**config.mk**
```make
export PLATFORM = sky130hd
export DESIGN_NAME = frame_sequencer_flat
export DESIGN_NICKNAME = d
export VERILOG_FILES = /design/src/rtl/frame_sequencer_pkg.sv /design/src/rtl/frame_sequencer_if.sv /design/src/rtl/frame_sequencer_term_counter.sv /design/src/rtl/frame_sequencer.sv /design/src/flat_wrapper.sv
export SDC_FILE = /design/constraint.sdc
export NUM_CORES = 1
export LEC_CHECK = 0
export ABC_AREA = 1
export BUFFER_PORTS_ARGS = -buffer_cell sky130_fd_sc_hd__buf_2
export CAP_MARGIN = 5
export CORE_ASPECT_RATIO = 1.2
export CORE_MARGIN = 3
export CORE_UTILIZATION = 54
export CTS_CLUSTER_DIAMETER = 50
export CTS_CLUSTER_SIZE = 14
export DETAILED_ROUTE_END_ITERATION = 12
export HOLD_SLACK_MARGIN = 0.08
export PLACE_DENSITY = 0.75
export RECOVER_POWER = 25
export SLEW_MARGIN = 15
export SYNTH_ARGS = -nofsm -noshare
export SYNTH_HDL_FRONTEND = slang
export SYNTH_SLANG_ARGS = --single-unit
```
**constraint.sdc**
```tcl
create_clock -name clk -period 1.34 [get_ports clk]
set_input_delay 0.067 -clock clk [delete_from_list [all_inputs] [get_ports clk]]
set_output_delay 0.067 -clock clk [all_outputs]
set_load 0.03 [all_outputs]
```
**src/rtl/frame_sequencer_pkg.sv**
```systemverilog
// Shared types and constants for the frame sequencer slice.
// Provides the FSM state encoding, plot operation codes and a width helper
// used to size the object-select bus.
package frame_seq_pkg;

    localparam int STATE_W = 4;

    typedef enum logic [STATE_W-1:0] {
        S_IDLE  = 4'd0,
        S_ARM   = 4'd1,
        S_CLEAR = 4'd2,
        S_LOAD  = 4'd3,
        S_DRAW  = 4'd4,
        S_CHECK = 4'd5,
        S_WAIT  = 4'd6,
        S_ERASE = 4'd7,
        S_OVER  = 4'd8
    } state_t;

    localparam logic [1:0] OP_DRAW  = 2'b00;
    localparam logic [1:0] OP_ERASE = 2'b01;

    // A single object still needs a one-bit select so the port never collapses to zero width.
    function automatic int obj_width(input int n);
        return (n > 1) ? $clog2(n) : 1;
    endfunction

endpackage

```
**src/rtl/frame_sequencer_if.sv**
```systemverilog
// Control bundle between the frame sequencer and the coordinate/plot datapath.
// master: the sequencer (drives datapath controls, receives key/collision inputs).
// slave:  the datapath/input side.
interface frame_sequencer_if #(
    parameter int NUM_OBJ = 2
);
    import frame_seq_pkg::*;

    localparam int OBJ_W = obj_width(NUM_OBJ);

    logic             start;
    logic             touch_edge;
    logic             pause;
    logic             move_en;
    logic             load_coord;
    logic             datapath_en;
    logic             plot;
    logic [1:0]       op;
    logic [OBJ_W-1:0] obj_sel;
    logic             reset_n_out;
    logic             game_over;

    modport master (
        input  start, touch_edge, pause,
        output move_en, load_coord, datapath_en, plot, op, obj_sel, reset_n_out, game_over
    );

    modport slave (
        output start, touch_edge, pause,
        input  move_en, load_coord, datapath_en, plot, op, obj_sel, reset_n_out, game_over
    );

endinterface

```
**src/rtl/frame_sequencer_term_counter.sv**
```systemverilog
// Terminal counter: counts 0..MAX-1 while enabled and flags the final count.
// It wraps to zero on the terminal count so back-to-back runs need no extra clear cycle.
module term_counter #(
    parameter int MAX = 2
) (
    input  logic clk,
    input  logic rst_n,
    input  logic clr,
    input  logic en,
    output logic last
);

    localparam int W = (MAX > 1) ? $clog2(MAX) : 1;

    logic [W-1:0] cnt;

    assign last = (cnt == W'(MAX - 1));

    // Count register: clear has priority over enable, wrap on the terminal count.
    always_ff @(posedge clk or negedge rst_n) begin
        if (!rst_n) begin
            cnt <= '0;
        end else if (clr) begin
            cnt <= '0;
        end else if (en) begin
            cnt <= last ? '0 : cnt + 1'b1;
        end
    end

endmodule

```
**src/rtl/frame_sequencer.sv**
```systemverilog
// Game-frame controller: start handshake, board clear, per-object load/draw,
// collision check, frame wait and per-object erase for NUM_OBJ sprites.
// Optional feature macro: FRAME_SEQ_PAUSE_EN -- when defined, pause freezes the
// frame wait and holds move_en low; when undefined, pause is ignored.
module frame_sequencer
    import frame_seq_pkg::*;
#(
    parameter int NUM_OBJ       = 2,
    parameter int SPRITE_PIXELS = 250,
    parameter int FRAME_TICKS   = 1666666
) (
    input  logic                  clk,
    input  logic                  reset_n,
    frame_sequencer_if.master     bus
);

    localparam int OBJ_W = obj_width(NUM_OBJ);

    state_t           state;
    state_t           state_next;
    logic [OBJ_W-1:0] obj_idx;
    logic [OBJ_W-1:0] obj_idx_next;

    logic pix_en;
    logic pix_clr;
    logic pix_last;
    logic frm_en;
    logic frm_clr;
    logic frm_last;
    logic frm_hold;
    logic obj_last;

`ifdef FRAME_SEQ_PAUSE_EN
    assign frm_hold = bus.pause;
`else
    assign frm_hold = 1'b0;
    logic unused_pause;
    assign unused_pause = bus.pause;
`endif

    // The pixel counter only runs during plotting; outside it is held clear so every
    // sprite starts at pixel 0, and the wrap on the last pixel covers object-to-object runs.
    assign pix_en  = (state == S_DRAW) || (state == S_ERASE);
    assign pix_clr = !pix_en;

    // The frame counter only runs in WAIT and stalls while a pause is being honoured.
    assign frm_en  = (state == S_WAIT) && !frm_hold;
    assign frm_clr = (state != S_WAIT);

    assign obj_last = (obj_idx == OBJ_W'(NUM_OBJ - 1));
    assign bus.obj_sel = obj_idx;

    term_counter #(.MAX(SPRITE_PIXELS)) u_pix_cnt (
        .clk   (clk),
        .rst_n (reset_n),
        .clr   (pix_clr),
        .en    (pix_en),
        .last  (pix_last)
    );

    term_counter #(.MAX(FRAME_TICKS)) u_frm_cnt (
        .clk   (clk),
        .rst_n (reset_n),
        .clr   (frm_clr),
        .en    (frm_en),
        .last  (frm_last)
    );

    // State and object-index registers, cleared asynchronously so plotting stops at once.
    always_ff @(posedge clk or negedge reset_n) begin
        if (!reset_n) begin
            state   <= S_IDLE;
            obj_idx <= '0;
        end else begin
            state   <= state_next;
            obj_idx <= obj_idx_next;
        end
    end

    // Next-state, next object index and Moore output decode.
    always_comb begin
        state_next      = state;
        obj_idx_next    = obj_idx;
        bus.move_en     = 1'b0;
        bus.load_coord  = 1'b0;
        bus.datapath_en = 1'b0;
        bus.plot        = 1'b0;
        bus.op          = OP_DRAW;
        bus.reset_n_out = 1'b1;
        bus.game_over   = 1'b0;

        case (state)
            S_IDLE: begin
                if (bus.start) begin
                    state_next = S_ARM;
                end
            end

            S_ARM: begin
                if (!bus.start) begin
                    state_next = S_CLEAR;
                end
            end

            S_CLEAR: begin
                bus.reset_n_out = 1'b0;
                obj_idx_next    = '0;
                state_next      = S_LOAD;
            end

            S_LOAD: begin
                bus.load_coord = 1'b1;
                state_next     = S_DRAW;
            end

            S_DRAW: begin
                bus.move_en     = 1'b1;
                bus.datapath_en = 1'b1;
                bus.plot        = 1'b1;
                bus.op          = OP_DRAW;
                if (pix_last) begin
                    if (obj_last) begin
                        obj_idx_next = '0;
                        state_next   = S_CHECK;
                    end else begin
                        obj_idx_next = obj_idx + 1'b1;
                        state_next   = S_LOAD;
                    end
                end
            end

            S_CHECK: begin
                state_next = bus.touch_edge ? S_OVER : S_WAIT;
            end

            S_WAIT: begin
                bus.move_en = !frm_hold;
                if (frm_en && frm_last) begin
                    obj_idx_next = '0;
                    state_next   = S_ERASE;
                end
            end

            S_ERASE: begin
                bus.move_en     = 1'b1;
                bus.datapath_en = 1'b1;
                bus.plot        = 1'b1;
                bus.op          = OP_ERASE;
                if (pix_last) begin
                    if (obj_last) begin
                        obj_idx_next = '0;
                        state_next   = S_LOAD;
                    end else begin
                        obj_idx_next = obj_idx + 1'b1;
                        state_next   = S_ERASE;
                    end
                end
            end

            S_OVER: begin
                bus.game_over = 1'b1;
                if (bus.start) begin
                    state_next = S_ARM;
                end
            end

            default: begin
                state_next   = S_IDLE;
                obj_idx_next = '0;
            end
        endcase
    end

endmodule
```
**src/flat_wrapper.sv**
```systemverilog
// flat-port wrapper written by rule: the top's interface ports become plain ports
module frame_sequencer_flat import frame_seq_pkg::*;
#(
    parameter int NUM_OBJ       = 2,
    parameter int SPRITE_PIXELS = 250,
    parameter int FRAME_TICKS   = 1666666
)
  (clk, reset_n, bus_start, bus_touch_edge, bus_pause, bus_move_en, bus_load_coord, bus_datapath_en, bus_plot, bus_op, bus_obj_sel, bus_reset_n_out, bus_game_over);
  frame_sequencer_if #(.NUM_OBJ(NUM_OBJ)) bus_i ();
  input  logic clk;
  input  logic reset_n;
  input wire logic [$bits(bus_i.start)-1:0] bus_start;
  input wire logic [$bits(bus_i.touch_edge)-1:0] bus_touch_edge;
  input wire logic [$bits(bus_i.pause)-1:0] bus_pause;
  output wire logic [$bits(bus_i.move_en)-1:0] bus_move_en;
  output wire logic [$bits(bus_i.load_coord)-1:0] bus_load_coord;
  output wire logic [$bits(bus_i.datapath_en)-1:0] bus_datapath_en;
  output wire logic [$bits(bus_i.plot)-1:0] bus_plot;
  output wire logic [$bits(bus_i.op)-1:0] bus_op;
  output wire logic [$bits(bus_i.obj_sel)-1:0] bus_obj_sel;
  output wire logic [$bits(bus_i.reset_n_out)-1:0] bus_reset_n_out;
  output wire logic [$bits(bus_i.game_over)-1:0] bus_game_over;
  assign bus_i.start = bus_start;
  assign bus_i.touch_edge = bus_touch_edge;
  assign bus_i.pause = bus_pause;
  assign bus_move_en = bus_i.move_en;
  assign bus_load_coord = bus_i.load_coord;
  assign bus_datapath_en = bus_i.datapath_en;
  assign bus_plot = bus_i.plot;
  assign bus_op = bus_i.op;
  assign bus_obj_sel = bus_i.obj_sel;
  assign bus_reset_n_out = bus_i.reset_n_out;
  assign bus_game_over = bus_i.game_over;
  frame_sequencer #(.NUM_OBJ(NUM_OBJ), .SPRITE_PIXELS(SPRITE_PIXELS), .FRAME_TICKS(FRAME_TICKS)) u_core (.clk(clk), .reset_n(reset_n), .bus(bus_i));
endmodule
```
**Word level (Yosys, flattened, before mapping)**

Index checks and enable logic that the tools add are counted.
Widths: inputs -> output; s select.

- Divide/modulo/power cells: 0
- $mul: 0
- Shifts and indexed selects: 0
- Reduce and logical (&&, ||, !) cells: 10
- $lt $le $gt $ge: 0
- Bitwise operators: 1
- Eq/ne operators: 17
- Muxes and demuxes: 24
- Add/sub/neg operators: 3

Operator list:

| cell | number |
|---|---|
| $mux 21 | 3 |
| $pmux 4 s8 | 1 |
| $mux 4 | 6 |
| $add 21x1->21 const B | 1 |
| $eq 21x21->1 const B | 1 |
| $eq 4x3->1 const B | 4 |
| $mux 8 | 2 |
| $mux 1 | 9 |
| $add 8x1->8 const B | 1 |
| $eq 4x2->1 const B | 2 |
| $eq 8x8->1 const B | 1 |
| $ne 2x2->1 const B | 4 |
| $mux 3 | 2 |
| $reduce_and 5->1 | 1 |
| $reduce_or 5->1 | 1 |
| $eq 4x1->1 const B | 1 |
| $eq 4x4->1 const B | 1 |
| $logic_not 4->1 | 1 |
| $ne 2x1->1 const B | 2 |
| $ne 4x3->1 const B | 1 |
| $reduce_or 2->1 | 2 |
| $pmux 1 s3 | 1 |
| $reduce_and 3->1 | 1 |
| $reduce_or 3->1 | 1 |
| other kinds (5) | 5 |

- ROM bits: 0
- Memory bits (writable): 0
- Word-level logic and storage cells: 59
- Register bits: 34
- Memories kept: 0
- Input port bits: 5
- Output and inout port bits: 9
- Bits in latches: 0

**Logic depth before layout (Yosys ltp)**

Gate-level depths: netlist of run 1.

- Depth after elaboration: 4
- Mapped depth: 10
- Depth with buffers taken out: 10

**Modules after synthesis**

Synthesis of run 1 repeated with hierarchy kept, for this count alone.

- Cell total of the unflattened synthesis: 337
- Area total of the unflattened synthesis: 2348.5 µm²

Modules (own cells, without submodules):

| module | area each (µm²) | cells an instance | times used | sequential area each (µm²) |
|---|---|---|---|---|
| term_counter at u_core.u_frm_cnt | 1342.5 | 189 | 1 | 525.5 |
| frame_sequencer | 508.0 | 85 | 1 | 125.1 |
| term_counter at u_core.u_pix_cnt | 498.0 | 63 | 1 | 200.2 |

**Least setup slack after synthesis of run 1**

Ideal clock, no wire load.

- Kind: reg-to-reg
- From: reg u_core.state[0]
- To: reg u_core.state[1]
- Cell stages (with the launch flop): 7
- Path slack: -0.281 ns
- Setup time: 0.065 ns
- Data arrival time: 1.556 ns
- Period minus slack after synthesis: 1.621 ns
- Path buffers: 0
- Data required time: 1.275 ns
- Cell sequence: dfrtp_1 > nand2_1 > nor3_1 > nor2_1 > nand2_1 > nand3_1 > nand2_1

- Longest elaborated chain between the ends: 4
- Elaborated cells between the ends (all ways): 18
- Classes of those cells: 13 x eq/ne; 1 x mux; 4 x reduce/logical

Ends and longest elaborated chain:

| item | RTL line | text |
|---|---|---|
| from (decl) | frame_sequencer.sv:19 | `state_t state;` |
| from (signal assigned) | frame_sequencer.sv:75 | `state <= state_next;` |
| $eq 4x4->1 (tied with other cells) | frame_sequencer.sv:92 | `case (state)` |
| $reduce_or 2->1 (no source line) / $logic_and 1x1->1 (equally long branches) | - |  |
| $ne 2x1->1 (no source line) / $ne 2x2->1 (equally long branches) | - |  |
| $reduce_and 5->1 (no source line) | - |  |

Parallel ways exist; a longest one is shown, timed or not.
A chain may end at the register's enable or synchronous reset.

**Worst setup path after layout of run 1**

- From: reg u_core.state[2]
- To: reg u_core.state[1]

The elaborated chain is that of the path after synthesis.

==> qor.log, run 1 <==
qor: status.status finished, violations left
qor: status.violations negative setup slack
qor: setup_path.worst-path-stages 10
qor: synthesis.yosys_register_bits 34
qor: synthesis.synth.cell_area 2020 um2
qor: setup_path.cp_cell_instances inv_2 > nor2_4 > buf_4 > buf_4 > nand2_1 > nor2_1 > nor2_1 > nand2_1 > nand3_1 > nand2_1
qor: setup_path.cp_top_family simple AND/OR/NAND/NOR gates
qor: timing.setup_violations 34
qor: finish.area.sequential 855 um2
qor: power_and_ir_drop.static_leakage 1.34 nW
qor: global_routing.maximum_number_of_pins_on_one_net_before_global_route_repair 20
qor: flow_run.max_cap_viol_count 0
qor: floorplan.boundaryPins 14
qor: floorplan.die_w 61.9 um
qor: setup_path.regToRegSetupSlack -0.21 ns
qor: synthesis.ys_warn_count 0
qor: route.wire_per_inst 15.4 um
qor: global_routing.via_count_of_the_first_global_routing_pass 1961
qor: finish.n_fill_cell 216
qor: global_routing.grt_first_pass_wirelength 8020 um
qor: synthesis.yosysTopAreaCellShare 0.421
qor: setup_path.cp-endpoint u_core.state[1]$_DFFE_PN0P_
qor: route.drt_pass1_iterations 4
qor: clock_network.clkTransAtPathRegs 0.07 ns
qor: setup_path.critical_path.reg2reg.startpoint u_core.state[2]$_DFFE_PN0P_
qor: global_routing.antenna_violations_before_repair 0
qor: global_routing.track_usage 0.244
qor: timing.worst_clock_skew 0.00754 ns
qor: power_and_ir_drop.ir_drop 1310 uV
qor: finish.mostFrequentLayoutCell nand2_1
qor: timing.rsz_0062_raised_after_global_routing true
qor: floorplan.number_of_cell_rows 23
qor: clock_network.cts_sinks 34
qor: placement.gpl.final_weighted_congestion 0.925
qor: clock_network.cts_tree built
qor: clock_network.cts_root_buf clkbuf_8
qor: clock_network.clk_latency 0.29 ns
qor: floorplan.die_area 4520 um2
qor: synthesis.synth_area_leader_cell dfrtp_1
qor: synthesis.post_syn_area_per_cell 7.22 um2
qor: route.final_routed_drc_violation_total 0
qor: setup_path.path_class flop to flop
qor: finish.area_growth 37.8%
qor: timing.min_period_over_period 1.16
qor: timing.finalHoldWorstSlack 0.281 ns
qor: finish.most_frequent_cells_in_the_layout nand2_1, nor2_1, buf_4
qor: worst_hold_path.worst_hold_path_stage_count 7
qor: timing.period_needed 1.55 ns
qor: finish.post-route-util 0.807
qor: setup_path.worst-path-buf-inv 3
qor: placement.port_buffers 11
qor: finish.layout-drive-gt1-share 0.366
qor: timing.finalHoldViolations 0
qor: timing.max_slew.worst_pin.slew 0.945 ns
qor: route.post_drt_via_cell_ratio 5.43
qor: setup_path.critical_path.reg2reg.endpoint u_core.state[1]$_DFFE_PN0P_
qor: setup_path.worstPathRequired 1.52 ns
qor: power_and_ir_drop.powerDensity 1360 nW/um2
qor: placement.place_ws -0.112 ns
qor: setup_path.critical_path.endpoint_type flop
qor: setup_path.startpoint_type flop
qor: synthesis.seq_area_frac_synth 0.421
qor: finish.insertedDiodeCount 0
qor: timing.timing.slew.headroom 0.370
qor: synthesis.syn-instance-count 280
qor: floorplan.placeable_core_region 3450 um2
qor: synthesis.syn_nets 289
qor: clock_network.cts_buffer_depth 2
qor: synthesis.yosys-top-cells-area dfrtp_1, nand2_1, nor2_1
qor: synthesis.ys_types 26
qor: worst_hold_path.min_path_type primary input to flop
qor: clock_network.cts_max_level 2
qor: route.drt-total-wl 5900 um
qor: floorplan.initial_core_util 0.586
qor: finish.multiInputGateArea 1150 um2
qor: route.dr.first_iter.drc_count 75
qor: setup_path.crit_slowest_cell dfrtp_1
qor: timing.timing.setup.tns -3.26 ns
qor: placement.dp_hpwl 3350 um
qor: setup_path.arrival 1.73 ns
qor: global_routing.grt_overflow_total 0
qor: setup_path.crit_path_frequent_cell nand2_1
qor: finish.finalNetCount 356
qor: setup_path.worstRegToRegCells 10
qor: floorplan.die_h 73.0 um
qor: clock_network.tritoncts.num_buffers 5
qor: setup_path.worst_setup_path_startpoint u_core.state[2]$_DFFE_PN0P_
qor: route.detailroute.via_count 2085
qor: setup_path.slowest_delay 0.43 ns
qor: timing.final.setup.worst_slack -0.211 ns
qor: route.antenna_violating_nets_post_route 0
qor: timing.max_freq 0.645 GHz
qor: setup_path.worst_path_maximum_fanout 4
qor: timing.timing.final.max_slew_violations 0
==> stage by stage <==
step,total power [W],cell area [um2],cells
detailed placement,0.00235,2360,355
finish,0.00380,2790,384
global placement,0.00234,2360,355
global route,0.00399,2790,384
floorplan,0.00204,2040,280
CTS,0.00326,2590,373
==> layer usage <==
layer | global-route usage | part of all wire | up-vias
li1 | - | - | 993
met2 | 0.424 | 0.52 | 91
met3 | 0.0496 | 0.046 | 28
met1 | 0.249 | 0.38 | 973
met4 | 0.172 | 0.051 | 0
met5 | 0 | 0 | -
==> worst min-delay path by stage <==
stage,to,from
after floorplan,u_core.bus.obj_sel$_DFFE_PN0P_,reset_n
after global placement,u_core.u_frm_cnt.cnt[14]$_DFF_PN0_,reset_n
after detailed placement,u_core.u_frm_cnt.cnt[14]$_DFF_PN0_,reset_n
after CTS,u_core.u_frm_cnt.cnt[14]$_DFF_PN0_,reset_n
after global routing,u_core.state[2]$_DFFE_PN0P_,bus_start
final,u_core.state[2]$_DFFE_PN0P_,bus_start
==> what timing repair did <==
item,in CTS,in global routing
gates cloned,1,0
buffers inserted,8,12
gates resized for setup,20,44
hold endpoints to repair,35,0
setup endpoints to repair,27,40
hold buffers,2,0
pin swaps,5,14
==> area by class of cell <==
cell class / instances / area share
tap: 37 / 0.0166
inverter: 35 / 0.0489
sequential: 34 / 0.307
multi-input combinational: 209 / 0.414
clock inverter: 2 / 0.00359
timing repair buffer: 62 / 0.185
clock buffer: 5 / 0.0247
==> cells by family after synthesis <==
family	after synthesis	synth area share
other cells	1	0.00185
fa+ha+maj	4	0.0248
simple gates	183	0.403
compound gates	8	0.0198
flops	34	0.421
xor+xnor	12	0.0520
buf+inv	38	0.0780
==> power by group <==
| part | internal (W) | leakage (nW) | total [W] | switching [W] |
|---|---|---|---|---|
| Combinational | 0.000750 | 0.830 | 0.00182 | 0.00107 |
| Sequential | 0.00111 | 0.466 | 0.00126 | 0.000148 |
| Clock | 0.000348 | 0.0438 | 0.000723 | 0.000374 |
==> synthesized netlist by cell type, drive strengths merged <==
| library cell | number |
|---|---|
| xor2 | 7 |
| nor3b | 2 |
| nor2 | 69 |
| nand2 | 81 |
| and3 | 1 |
| a21oi | 5 |
| conb | 1 |
| xnor2 | 5 |
| nor3 | 4 |
| and2 | 1 |
| nand4 | 2 |
| inv | 35 |
| dfrtp | 34 |
| ha | 4 |
| buf | 3 |
| nand3 | 23 |
| o21ai | 3 |
==> flip-flops by register name (all words and copies together) (netlist names) <==
register	cells
u_core.u_frm_cnt.cnt	21
u_core.bus.obj_sel	1
u_core.u_pix_cnt.cnt	8
u_core.state	4
==> tightest hold or removal path: cells and delay by family <==
family | cells | cell delay [ns]
buffers and inverters | 2 | 0.16
and+or+nand+nor | 5 | 0.32
No activity file was read; power rests on OpenSTA's default activity.
==> run 2: changes to the inputs <==
--- a/config.mk
+++ b/config.mk
@@ -16,7 +16,7 @@
 export DETAILED_ROUTE_END_ITERATION = 12
 export HOLD_SLACK_MARGIN = 0.08
 export PLACE_DENSITY = 0.75
-export RECOVER_POWER = 25
+export RECOVER_POWER = 50
 export SLEW_MARGIN = 15
 export SYNTH_ARGS = -nofsm -noshare
 export SYNTH_HDL_FRONTEND = slang
==> qor.log, run 2 (synthesis gave the netlist of run 1 again) <==
qor: status.status finished, violations left [unchanged]
qor: status.violations negative setup slack [unchanged]
qor: timing.period_needed 1.55 ns [about the same]
qor: finish.area_growth 37.2% [was 37.8%]
qor: route.final_routed_drc_violation_total 0 [unchanged]
qor: floorplan.number_of_cell_rows 23 [unchanged]
qor: finish.largest_register u_core.u_frm_cnt.cnt [unchanged]
qor: floorplan.placeable_core_region 3450 um2 [unchanged]
qor: setup_path.critical_path.reg2reg.startpoint u_core.state[2]$_DFFE_PN0P_ [unchanged]
qor: timing.timing.slew.headroom 0.431 [was 0.370]
qor: setup_path.crit_slowest_cell dfrtp_1 [unchanged]
qor: finish.layout-drive-gt1-share 0.366 [unchanged]
qor: timing.setup_violations 35 [was 34]
qor: floorplan.boundaryPins 14 [unchanged]
qor: global_routing.maximum_number_of_pins_on_one_net_before_global_route_repair 20 [unchanged]
qor: finish.n_fill_cell 216 [unchanged]
qor: setup_path.crit_path_frequent_cell nand2_1 [unchanged]
qor: finish.max_ffs_per_register 21 [unchanged]
qor: clock_network.cts_sinks 34 [unchanged]
qor: setup_path.worst_path_maximum_fanout 4 [unchanged]
qor: global_routing.via_count_of_the_first_global_routing_pass 1961 [unchanged]
qor: finish.insertedDiodeCount 0 [unchanged]
qor: placement.place_inst 355 [unchanged]
qor: global_routing.grt_first_pass_wirelength 8020 um [unchanged]
qor: timing.rsz_0062_raised_after_global_routing true [unchanged]
qor: global_routing.antenna_violations_before_repair 0 [unchanged]
qor: route.dr.first_iter.drc_count 73 [was 75]
qor: clock_network.cts_tree built [unchanged]
qor: setup_path.startpoint_type flop [unchanged]
qor: finish.top_regs u_core.u_frm_cnt.cnt (21), u_core.u_pix_cnt.cnt (8), u_core.state (4) [unchanged]
qor: timing.timing.final.max_slew_violations 0 [unchanged]
qor: placement.gpl.final_weighted_congestion 0.925 [unchanged]
qor: timing.max_slew.worst_pin.slew 0.854 ns [was 0.945 ns]
qor: power_and_ir_drop.finalPower 0.00380 W [about the same]
qor: setup_path.arrival 1.74 ns [was 1.73 ns]
qor: timing.min_period_over_period 1.16 [about the same]
qor: setup_path.cp-endpoint u_core.state[1]$_DFFE_PN0P_ [unchanged]
qor: setup_path.worstPathRequired 1.52 ns [about the same]
qor: setup_path.worst-path-buf-inv 3 [unchanged]
qor: finish.finalNetCount 356 [unchanged]
qor: global_routing.grt_overflow_total 0 [unchanged]
qor: setup_path.path_class flop to flop [unchanged]
qor: placement.port_buffers 11 [unchanged]
qor: power_and_ir_drop.ir_drop 1310 uV [about the same]
qor: timing.finalHoldViolations 0 [unchanged]
qor: setup_path.worstRegToRegCells 10 [unchanged]
qor: floorplan.die_h 73.0 um [unchanged]
qor: clock_network.cts_root_buf clkbuf_8 [unchanged]
qor: power_and_ir_drop.powerDensity 1370 nW/um2 [was 1360 nW/um2]
qor: clock_network.tritoncts.num_buffers 5 [unchanged]
qor: route.detailroute.via_count 2067 [was 2085]
qor: clock_network.cts_max_level 2 [unchanged]
qor: setup_path.critical_path.reg2reg.endpoint u_core.state[1]$_DFFE_PN0P_ [unchanged]
qor: floorplan.die_area 4520 um2 [unchanged]
qor: clock_network.clkTransAtPathRegs 0.07 ns [about the same]
qor: route.met2WireLength 3090 um [was 3070 um]
qor: timing.max_freq 0.643 GHz [was 0.645 GHz]
qor: timing.worst_clock_skew 0.00670 ns [was 0.00754 ns]
qor: setup_path.critical_path.endpoint_type flop [unchanged]
qor: setup_path.cp_cell_instances inv_2 > nor2_4 > buf_4 > buf_4 > nand2_1 > nor2_1 > nor2_1 > nand2_1 > nand3_1 > nand2_1 [unchanged]
qor: floorplan.die_w 61.9 um [unchanged]
qor: power_and_ir_drop.static_leakage 1.34 nW [about the same]
qor: setup_path.worst_setup_path_startpoint u_core.state[2]$_DFFE_PN0P_ [unchanged]
qor: route.drt-total-wl 5920 um [was 5900 um]
qor: setup_path.regToRegSetupSlack -0.21 ns [about the same]
qor: placement.dp_hpwl 3350 um [unchanged]
qor: route.met3WireLength 244 um [was 270 um]
qor: setup_path.cp_top_family simple AND/OR/NAND/NOR gates [unchanged]
qor: worst_hold_path.min_path_type primary input to flop [unchanged]
qor: clock_network.clk_latency 0.29 ns [about the same]
qor: setup_path.worst-path-stages 10 [unchanged]
qor: clock_network.cts_buffer_depth 2 [unchanged]
qor: finish.mostFrequentLayoutCell nand2_1 [unchanged]
qor: flow_run.max_cap_viol_count 0 [unchanged]
qor: global_routing.track_usage 0.244 [unchanged]
qor: route.wire_per_inst 15.4 um [about the same]
qor: route.highest_layer met4 [unchanged]
qor: route.antenna_violating_nets_post_route 0 [unchanged]
qor: route.drt-met1-wl 2290 um [was 2260 um]
qor: timing.final.setup.worst_slack -0.215 ns [was -0.211 ns]
qor: finish.most_frequent_cells_in_the_layout nand2_1, nor2_1, buf_4 [unchanged]
qor: route.post_drt_via_cell_ratio 5.38 [was 5.43]
qor: route.drt_pass1_iterations 4 [unchanged]
qor: finish.finalNonFillerCells 384 [unchanged]
qor: floorplan.initial_core_util 0.586 [unchanged]
qor: timing.timing.setup.tns -3.42 ns [was -3.26 ns]
qor: setup_path.slowest_delay 0.44 ns [was 0.43 ns]
-- run 2: layout make-up --
cell class	count	area [um2]	share of cell area
tap	37	46.3	0.0167
timing repair buffer	62	504	0.182
sequential	34	855	0.308
multi-input combinational	209	1150	0.416
inverter	35	136	0.0492
clock inverter	2	10.0	0.00361
clock buffer	5	68.8	0.0248
-- run 2: stage by stage --
step / instance area [um2] / util / hold WS, ns / worst slack [ns]
final: 2770 / 0.803 / 0.279 / -0.215
after global routing: 2770 / 0.803 / 0.323 / -0.322
after CTS: 2590 / 0.750 / 0.237 / -0.0717
after detailed placement: 2360 / 0.682 / 0.00789 / -0.112
after global placement: 2360 / 0.682 / 0.00228 / -0.0679
after floorplan: 2040 / - / -0.229 / -0.0547
-- run 2: how the worst min path moves through the flow --
stage / depth (start not counted) / to / from / slack (ns)
6_report: 7 / u_core.state[2]$_DFFE_PN0P_ / bus_start / 0.28
5_1_grt: 7 / u_core.state[2]$_DFFE_PN0P_ / bus_start / 0.32
4_1_cts: 2 / u_core.u_frm_cnt.cnt[14]$_DFF_PN0_ / reset_n / 0.24
3_5_place_dp: 1 / u_core.u_frm_cnt.cnt[14]$_DFF_PN0_ / reset_n / 0.008
3_3_place_gp: 1 / u_core.u_frm_cnt.cnt[14]$_DFF_PN0_ / reset_n / 0.002
2_1_floorplan: 0 / u_core.bus.obj_sel$_DFFE_PN0P_ / reset_n / -0.23
-- run 2: layer usage --
| layer | vias up | GRT usage |
|---|---|---|
| met2 | 80 | 0.424 |
| li1 | 994 | - |
| met1 | 965 | 0.249 |
| met4 | 0 | 0.172 |
| met5 | - | 0 |
| met3 | 28 | 0.0496 |
-- run 2: power breakdown --
group / internal [W] / switching (W) / leakage (nW)
Clock: 0.000348 / 0.000374 / 0.0438
Combinational: 0.000746 / 0.00107 / 0.825
Sequential: 0.00111 / 0.000150 / 0.466
-- run 2: worst register-to-register path, delay by kind of cell, from the launching register on --
family	cells	cell delay, ns
and+or+nand+nor	7	0.59
DFF	1	0.44
buffers and inverters	3	0.43
-- run 2: repair_timing --
action,4_1_cts,5_1_grt
hold buffers,2,0
resized for setup,20,44
cloned,1,0
pin swaps,5,14
hold endpoints to repair,35,0
endpoints found under the setup margin,27,40
setup buffers,8,12
